[config.mk]
export PLATFORM = sky130hd
export DESIGN_NAME = shift_seq_ctrl
export DESIGN_NICKNAME = d
export VERILOG_FILES = /design/src/rtl/shift_seq_ctrl.sv
export SDC_FILE = /design/constraint.sdc
export NUM_CORES = 1
export LEC_CHECK = 0
export CAP_MARGIN = 20
export CORE_ASPECT_RATIO = 0.8
export CORE_MARGIN = 3
export CORE_UTILIZATION = 40
export CTS_BUF_LIST = sky130_fd_sc_hd__clkbuf_8
export DETAILED_ROUTE_END_ITERATION = 16
export PLACE_DENSITY = 0.81
export SYNTH_ARGS = -nofsm -noshare
export SYNTH_HDL_FRONTEND = slang
export SYNTH_SLANG_ARGS = --single-unit
[constraint.sdc]
create_clock -name clk -period 2 [get_ports clk]
set_input_delay 0.2 -clock clk [delete_from_list [all_inputs] [get_ports clk]]
set_output_delay 0.2 -clock clk [all_outputs]
set_load 0.03 [all_outputs]
[src/rtl/shift_seq_ctrl.sv]
// shift_seq_ctrl: sequences an external parallel-load / serial-shift register.
// A command loads a word, shifts it out for min(len, WIDTH) cycles in the
// requested direction, then pulses done. abort cancels an in-flight command.
module shift_seq_ctrl #(
  parameter int WIDTH = 8,
  parameter int CNT_W = 4
) (
  input  logic             clk,
  input  logic             rst,
  input  logic             cmd_valid,
  output logic             cmd_ready,
  input  logic [WIDTH-1:0] cmd_data,
  input  logic             cmd_dir,
  input  logic [CNT_W-1:0] cmd_len,
  input  logic             abort,
  input  logic             ser_in,
  output logic             sr_load,
  output logic             sr_shift,
  output logic             sr_dir,
  output logic [WIDTH-1:0] sr_data,
  output logic             sr_ser_in,
  input  logic [WIDTH-1:0] sr_q,
  output logic             ser_out,
  output logic             ser_valid,
  output logic             done,
  output logic             busy
);

  typedef enum logic [1:0] {
    ST_IDLE  = 2'd0,
    ST_LOAD  = 2'd1,
    ST_SHIFT = 2'd2,
    ST_DONE  = 2'd3
  } state_e;

  // Length field saturates at the register width.
  localparam logic [CNT_W-1:0] WIDTH_C = CNT_W'(WIDTH);
  localparam logic [CNT_W-1:0] ONE_C   = CNT_W'(1);

  state_e           state_q, state_d;
  logic [CNT_W-1:0] cnt_q, cnt_d;
  logic [WIDTH-1:0] data_q, data_d;
  logic             dir_q, dir_d;

  // State, remaining-shift counter and captured command registers.
  always_ff @(posedge clk or negedge rst) begin
    if (!rst) begin
      state_q <= ST_IDLE;
      cnt_q   <= {CNT_W{1'b0}};
      data_q  <= {WIDTH{1'b0}};
      dir_q   <= 1'b0;
    end else begin
      state_q <= state_d;
      cnt_q   <= cnt_d;
      data_q  <= data_d;
      dir_q   <= dir_d;
    end
  end

  // Next-state logic: accept in IDLE, abort wins over completion in LOAD/SHIFT.
  always_comb begin
    state_d = state_q;
    cnt_d   = cnt_q;
    data_d  = data_q;
    dir_d   = dir_q;
    case (state_q)
      ST_IDLE: begin
        if (cmd_valid) begin
          state_d = ST_LOAD;
          data_d  = cmd_data;
          dir_d   = cmd_dir;
          cnt_d   = (cmd_len > WIDTH_C) ? WIDTH_C : cmd_len;
        end else begin
          state_d = ST_IDLE;
        end
      end
      ST_LOAD: begin
        if (abort) begin
          state_d = ST_IDLE;
          cnt_d   = {CNT_W{1'b0}};
        end else if (cnt_q == {CNT_W{1'b0}}) begin
          state_d = ST_DONE;
        end else begin
          state_d = ST_SHIFT;
        end
      end
      ST_SHIFT: begin
        cnt_d = cnt_q - ONE_C;
        if (abort) begin
          state_d = ST_IDLE;
          cnt_d   = {CNT_W{1'b0}};
        end else if (cnt_q == ONE_C) begin
          state_d = ST_DONE;
        end else begin
          state_d = ST_SHIFT;
        end
      end
      ST_DONE: begin
        state_d = ST_IDLE;
      end
      default: begin
        state_d = ST_IDLE;
        cnt_d   = {CNT_W{1'b0}};
      end
    endcase
  end

  // Strobes decode directly from the state register so reset clears them at once.
  always_comb begin
    cmd_ready = (state_q == ST_IDLE);
    busy      = (state_q != ST_IDLE);
    sr_load   = (state_q == ST_LOAD);
    sr_shift  = (state_q == ST_SHIFT);
    ser_valid = (state_q == ST_SHIFT);
    done      = (state_q == ST_DONE);
    sr_dir    = dir_q;
    sr_data   = data_q;
    sr_ser_in = ser_in;
    if (state_q == ST_SHIFT) begin
      ser_out = dir_q ? sr_q[0] : sr_q[WIDTH-1];
    end else begin
      ser_out = 1'b0;
    end
  end

endmodule

* Word-level counts from Yosys, hierarchy flattened
Index checks and enable logic that the tools add are counted.
Word-level totals: output and inout port bits 17, logic and storage cells 31, bits of input ports 26, register bits after elaboration 15
Operators by class: mux-type cells 13, add/subtract/negate cells 1, equal/unequal tests 6, reduce and logical (&&, ||, !) cells 6, $lt $le $gt $ge 1
Operators with widths (count):
- 4-bit 2-to-1 mux | 4
- 4-bit case mux with 3 select lines | 1
- 2-bit case mux with 4 select lines | 1
- 1-bit 2-to-1 mux | 5
- 2-bit == test, second input constant | 2
- 4-bit by 1-bit == test with 1-bit output, second input constant | 1
- 4-bit > comparator, second input constant | 1
- 4-bit zero test | 1
- 2-bit 2-to-1 mux | 2
- 2-bit != test, second input constant | 2
- 4-bit by 1-bit subtractor with 4-bit output, second input constant | 1
- 3-bit AND reduction | 1
- 3-bit nonzero test | 1
- 2-bit by 1-bit == test with 1-bit output, second input constant | 1
- 2-bit zero test | 1
- 2-bit AND reduction | 1
- 2-bit nonzero test | 1

* Depth between registers and ports, before layout
Gate-level depths: netlist of run 1.
word-level depth 4, depth in mapped cells 5

* Least setup slack after synthesis of run 1
OpenSTA, ideal clock, no wires.
path kind register -> register, start point register state_q[0], end point register cnt_q[1], path buffers 0, slack 0.252 ns, setup time 0.125 ns, cell stages (with the launch flop) 6, data arrival time 1.624 ns, clock period less this slack 1.748 ns, data required time 1.875 ns, path through dfrtp_1 -> inv_1 -> ha_1 -> nor2b_2 -> nor3_1 -> mux2_2
Between the ends: word-level cells in the longest chain between the ends 3, elaborated cells between the ends (all ways) 8, those cells by class eq/ne: 4; mux: 1; reduce/logical: 3
Ends and longest elaborated chain:
- from (decl) | RTL line 40 | state_e state_q, state_d;
- from (signal assigned) | RTL line 53 | state_q <= state_d;
- 2-bit zero test (*)
- net cmd_ready | RTL line 11 | output logic cmd_ready,
- 2-bit != test (no source line) / 3-bit nonzero test (equally long branches)
- 3-bit AND reduction (no source line)
- to (signal assigned) | RTL line 49 | cnt_q <= {CNT_W{1'b0}};
- to (signal assigned) | RTL line 54 | cnt_q <= cnt_d;
- to (decl) | RTL line 41 | logic [CNT_W-1:0] cnt_q, cnt_d;
Mark *: on every way through the listed nets, which the timed path passes. The rest lies on a longest branch. A chain may end at the register's enable or synchronous reset.

* Worst setup path after layout of run 1
start point register state_q[0], end point output port done
Between the ends: word-level cells in the longest chain between the ends 1
Ends and longest elaborated chain:
- 2-bit == test | RTL line 115 | done = (state_q == ST_DONE);
- to (decl) | RTL line 25 | output logic done,
Every way passes these cells.

==> results of run 1 <==
## synth_stat cells, drive strengths merged
cell type,number
o22ai,2
nor3,2
a22oi,2
dfrtp,15
and3b,1
inv,9
nand2,2
o32a,1
or3,2
mux2,10
or4,1
nor2,2
o2bb2ai,1
o21ai,1
buf,2
ha,7
mux2i,2
nand3b,1
a32oi,1
a2111oi,2
nor2b,3
## what timing repair did
item / in CTS / in global routing
setup endpoints to repair: 1 / 2
resized for setup: 1 / 2
buffers inserted: 0 / 0
## power by group
part	leakage, nW	switching, mW	internal, mW
sequential	0.184	0.0484	0.384
clock	0.0255	0.0980	0.138
combinational	0.366	0.327	0.295
## kinds of logic after synthesis
group | count (synthesis) | share of synthesized area [%]
AO/OA/AOI/OAI | 10 | 12.26
adder cells (fa/ha/maj) | 7 | 10.46
AND/OR/NAND/NOR | 14 | 10.77
flip-flops | 15 | 44.84
buffers and inverters | 11 | 5.829
multiplexers | 12 | 15.84
## metal layers
layer,share of wire [%],GRT usage (%),vias up
met5,0,0,-
met4,0,2.778,0
met3,12,6.868,0
met2,47,21.18,34
met1,41,15.67,318
li1,-,-,316
## worst max path at each step
stage | cells past startpoint | slack (ns) | end
4_1_cts | 3 | 0.02 | sr_shift
3_3_place_gp | 4 | 0.22 | ser_out
3_5_place_dp | 4 | 0.18 | ser_out
5_1_grt | 4 | 0.05 | busy
6_report | 2 | 0.12 | done
2_1_floorplan | 5 | 0.25 | cnt_q[1]
## worst register-to-register path, stage by stage, from the launching register on
cell       delay (ns)
dfrtp_1          0.38
inv_1            0.09
ha_1             0.34
and3b_1          0.28
a2111oi_2        0.39
o22ai_1          0.15
## layout make-up
| type | instances | area share (%) |
|---|---|---|
| tap | 24 | 2.417 |
| sequential | 15 | 30.21 |
| inverter | 9 | 2.719 |
| clock buffer | 3 | 3.323 |
| clock inverter | 1 | 0.4028 |
| multi-input combinational | 43 | 33.23 |
| timing repair buffer | 34 | 27.69 |
## metrics by stage
step                      power [mW]  setup slack (ns)  hold slack [ns]  std cells  area, um^2
after floorplan               0.8279            0.2515         -0.09559         69       837.1
after global placement         1.046            0.2197           0.4004        125        1192
after detailed placement       1.065            0.1792           0.4004        125        1192
after CTS                      1.308           0.02334           0.3732        129        1237
after global routing           1.364           0.04740           0.3932        129        1242
final                          1.291            0.1162           0.3506        129        1242
## state kept, by name, indices dropped and copies added (netlist names)
name,flops
cnt_q,4
state_q,2
sr_data,8
sr_dir,1
==> impl_metrics.yaml, run 1 <==
cells_and_area:
  multi_input_area_um2: 412.9
  seqCellArea_um2: 375.4
  fillCellCount: 154
  drive_gt1_share_pct: 18.10
  final_util_pct: 64.48
  syn_to_final_growth_pct: 48.43
  final_common_cell: "clkdlybuf4s50_1"
  final_cell_mix: "31 x clkdlybuf4s50_1, 15 x dfrtp_1, 10 x mux2_2, 9 x inv_1, 7 x ha_1"
  num-nets-final: 139
  n_antenna_cell: 0
logic_synthesis:
  ys_warn_count: 0
  synthesis.nets: 102
  yosysSeqAreaShare_pct: 44.84
  synthTopCellsByArea: "dfrtp_1 45%, mux2_2 13%, ha_1 10%"
  synthCells: 69
  syn_area_um2: 837.1
  synthDistinctLibCells: 24
  syn_area_per_cell_um2: 12.13
  synth_seq_cells: 15
  synth_top_area_share_pct: 44.84
  post-synth-top-area-cell: "dfrtp_1"
placed_design:
  gp_congestion: 0.7666
  io_buffers: 34
  dp_hpwl_um: 1461
sta:
  clock_skew_ns: 0.005741
  fin_tns_setup_ns: 0
  worstMarginPinSlew_ns: 0.6387
  relSlewSlack_pct: 57.29
  rsz0062_at_grt: "no"
  hold_violations: 0
  setup_viol: 0
  post-route-period-util_pct: 94.19
  finalMaxSlewViolations: 0
  fmax_mhz: 530.9
  finalCriticalPeriod_ns: 1.884
run_status:
  status: "finished clean"
global_routing:
  grt_overflow: 0
  grt_pass1_vias: 620
  track_usage_pct: 13.00
  antenna_found_initial: 0
  grt_max_degree: 16
  grt_first_pass_wirelength_um: 2580
clock_tree:
  worstSkewPairLatency_ns: 0.25
  tritoncts: "built"
  cts_num_sinks: 15
  clockBufferDepth: 2
  clockRootBuffer: "clkbuf_8"
  cts_max_level: 1
  ctsHoldBuffers: 0
  cts_buffers: 3
  clk_pin_slew_ns: 0.06
worst_setup_path:
  worstSetupPathType: "reg -> out"
  regToRegStartpoint: "state_q[0]"
  crit_path_max_incr_delay_ns: 0.73
  cp_max_fo: 5
  start_kind: "flip-flop"
  cp-end-kind: "output port"
  critical-path-top-delay-family: "buffers and inverters"
  path_cells: "ha_1, clkdlybuf4s50_1"
  cp_num_buf_inv: 1
  cp-startpoint: "state_q[0]"
  r2r_setup_slack_ns: 0.25
  r2r-end: "cnt_q[2]"
  required_ns: 1.80
  reg2reg_depth: 5
  critPathSlowestCell: "clkdlybuf4s50_1"
  cp.arrival_ns: 1.68
min_path:
  min_path_type: "in -> async"
drt:
  drtPass1Iterations: 4
  avgRoutedWirePerCell_um: 13.64
  dr_total_vias: 668
  drt_iter0_drc: 13
  antenna_left: 0
  vias_per_cell: 5.178
  drt-total-wl_um: 1760
  drc_errors: 0
die:
  die_w_um: 57.15
  initial_core_util_pct: 43.44
  ios: 43
  die_area_um2: 2681
  die_h_um: 46.92
  num_rows: 14
  core_um2: 1927
job:
  cap_violations: 0
pwr:
  powerDensity_nw_per_um2: 1039
  vdd_drop_max_uv: 719.7
  leakage_nw: 0.5749
Power figures use the tool's default switching activity.
==> run 2, diff against run 1 <==
--- a/config.mk
+++ b/config.mk
@@ -12,6 +12,7 @@
 export CTS_BUF_LIST = sky130_fd_sc_hd__clkbuf_8
 export DETAILED_ROUTE_END_ITERATION = 16
 export PLACE_DENSITY = 0.81
+export SLEW_MARGIN = 0
 export SYNTH_ARGS = -nofsm -noshare
 export SYNTH_HDL_FRONTEND = slang
 export SYNTH_SLANG_ARGS = --single-unit
==> results of run 2 <==
The final DEF is identical to that of run 1; final timing and power are the same.
==> run 3, diff against run 2 <==
--- a/config.mk
+++ b/config.mk
@@ -8,10 +8,10 @@
 export CAP_MARGIN = 20
 export CORE_ASPECT_RATIO = 0.8
 export CORE_MARGIN = 3
-export CORE_UTILIZATION = 40
-export CTS_BUF_LIST = sky130_fd_sc_hd__clkbuf_8
+export CORE_UTILIZATION = 39
 export DETAILED_ROUTE_END_ITERATION = 16
-export PLACE_DENSITY = 0.81
+export HOLD_SLACK_MARGIN = 0.02
+export PLACE_DENSITY = 0.79
 export SLEW_MARGIN = 0
 export SYNTH_ARGS = -nofsm -noshare
 export SYNTH_HDL_FRONTEND = slang
==> run 3 against run 2 <==
Effect of this change:
- global-route usage rose by 0.89 points
- final cell count stayed put
- via count decreased by 0.90%
- critical path depth up 2
- critical endpoint is now ser_out
- non-clock buffer count is the same
- setup slack better by 0.061 ns
- first-iteration DRC count is 23% lower
- final area shrank 1.4%
- utilization decreased by 2.0 points
- sequential cell count unchanged
- largest power group unchanged
- count of clock-buffer cells in the layout up 1
- clock power down 31%
==> impl_metrics.yaml, run 3 (synthesis gave the netlist of run 1 again) <==
run_status:
  status: "finished clean"
cells_and_area:
  num-nets-final: 139
  drive_gt1_share_pct: 17.14
  final_common_cell: "clkdlybuf4s50_1"
  n_antenna_cell: 0
  syn_to_final_growth_pct: 46.34
  final_util_pct: 62.44
  seqCellArea_um2: 375.4
  fillCellCount: 167
  design_area_um2: 1225
  largest_reg_flops: 8
  fin_cells: 129
  final_cell_mix: "27 x clkdlybuf4s50_1, 15 x dfrtp_1, 10 x mux2_2, 9 x inv_1, 7 x ha_1"
  multi_input_area_um2: 412.9
sta:
  finalWorstSetupSlack_ns: 0.1776
  fin_tns_setup_ns: 0
  finalCriticalPeriod_ns: 1.822
  setup_viol: 0
  post-route-period-util_pct: 91.12
  fmax_mhz: 548.7
  finalMaxSlewViolations: 0
  rsz0062_at_grt: "no"
  relSlewSlack_pct: 57.48
  hold_violations: 0
  clock_skew_ns: 0.002314
  worstMarginPinSlew_ns: 0.6358
drt:
  drt-total-wl_um: 1819
  dr_total_vias: 662
  avgRoutedWirePerCell_um: 14.10
  vias_per_cell: 5.132
  drt_iter0_drc: 10
  antenna_left: 0
  drtPass1Iterations: 4
  drc_errors: 0
placed_design:
  placed_area_um2: 1192
  place_ws_ns: 0.1710
  dp_hpwl_um: 1542
  gp_congestion: 0.7695
  io_buffers: 34
  numPlacedInstances: 125
pwr:
  pwr-share-seq_pct: 35.7
  vdd_drop_max_uv: 609.5
  leakage_nw: 0.5871
  clockPowerShare_pct: 13.5
  combPwrFrac_pct: 50.9
  internal_power_uw: 751.4
  powerDensity_nw_per_um2: 988.3
  p_switching_uw: 459.1
  switching_share_pct: 37.93
clock_tree:
  clockRootBuffer: "clkbuf_4"
  cts_num_sinks: 15
  clockBufferDepth: 2
  cts_buffers: 3
  clk_pin_slew_ns: 0.08
  cts_max_level: 1
  worstSkewPairLatency_ns: 0.27
  tritoncts: "built"
global_routing:
  grt_pass1_vias: 644
  track_usage_pct: 13.89
  antenna_found_initial: 0
  grt_overflow: 0
  grt_max_degree: 16
  grt_first_pass_wirelength_um: 2773
die:
  num_rows: 14
  initial_core_util_pct: 42.67
  die_area_um2: 2742
  ios: 43
  die_w_um: 57.80
  core_um2: 1962
  die_h_um: 47.44
worst_setup_path:
  cp.arrival_ns: 1.62
  start_kind: "flip-flop"
  cp-end-kind: "output port"
  worstSetupPathType: "reg -> out"
  required_ns: 1.80
  cp_max_fo: 7
min_path:
  min_path_type: "in -> async"
job:
  cap_violations: 0
-- run 3: routing by layer --
| metal | GRT usage (%) | up-vias | wire length [um] |
|---|---|---|---|
| met5 | 0 | - | 0 |
| met4 | 2.778 | 0 | 0 |
| met3 | 5.660 | 0 | 116 |
| met2 | 24.55 | 19 | 933 |
| met1 | 16.41 | 327 | 769 |
| li1 | - | 316 | - |
-- run 3: area by class of cell --
cell class	count	share of cell area, %
clock buffer	4	2.145
inverter	9	2.758
multi-input combinational	43	33.71
sequential	15	30.64
tap	24	2.451
timing repair buffer	34	28.29
-- run 3: path summary, 6_finish.rpt --
path | depth (start not counted) | slack [ns] | start | to
setup / recovery | 4 | 0.18 | state_q[0] | ser_out
hold / removal | 1 | 0.32 | rst | cnt_q[3]
setup reg to reg | 5 | 0.27 | state_q[0] | cnt_q[2]
hold reg to reg | 1 | 0.51 | sr_data[5] | sr_data[5]
max in group asynchronous | 1 | 1.28 | rst | state_q[0]
min in group clk | 0 | 0.40 | ser_in | sr_ser_in
-- run 3: worst max-delay path, cell delays in order (launching register included) --
cell           delay (ns)
dfrtp_1              0.41
inv_1                0.11
ha_1                 0.28
nor2b_1              0.15
dlygate4sd2_1        0.40
-- run 3: repair_timing --
| action | CTS | global route |
|---|---|---|
| hold buffers | 0 | 0 |
| buffers inserted | 0 | 0 |
| setup endpoints to repair | 3 | 4 |
| resized for setup | 3 | 4 |
| pin swaps | 0 | 0 |
-- run 3: power groups by stage --
stage	Combinational [mW]	Clock, mW	Sequential, mW
floorplan	0.287	0	0.541
global placement	0.614	0	0.433
detailed placement	0.629	0	0.440
CTS	0.627	0.172	0.433
global route	0.663	0.189	0.443
finish	0.616	0.163	0.432
-- run 3: metrics by stage --
step	total power [mW]	hold WS [ns]
finish	1.211	0.3166
global route	1.296	0.3432
CTS	1.232	0.3271
detailed placement	1.069	0.4004
global placement	1.047	0.4004
floorplan	0.8279	-0.09559
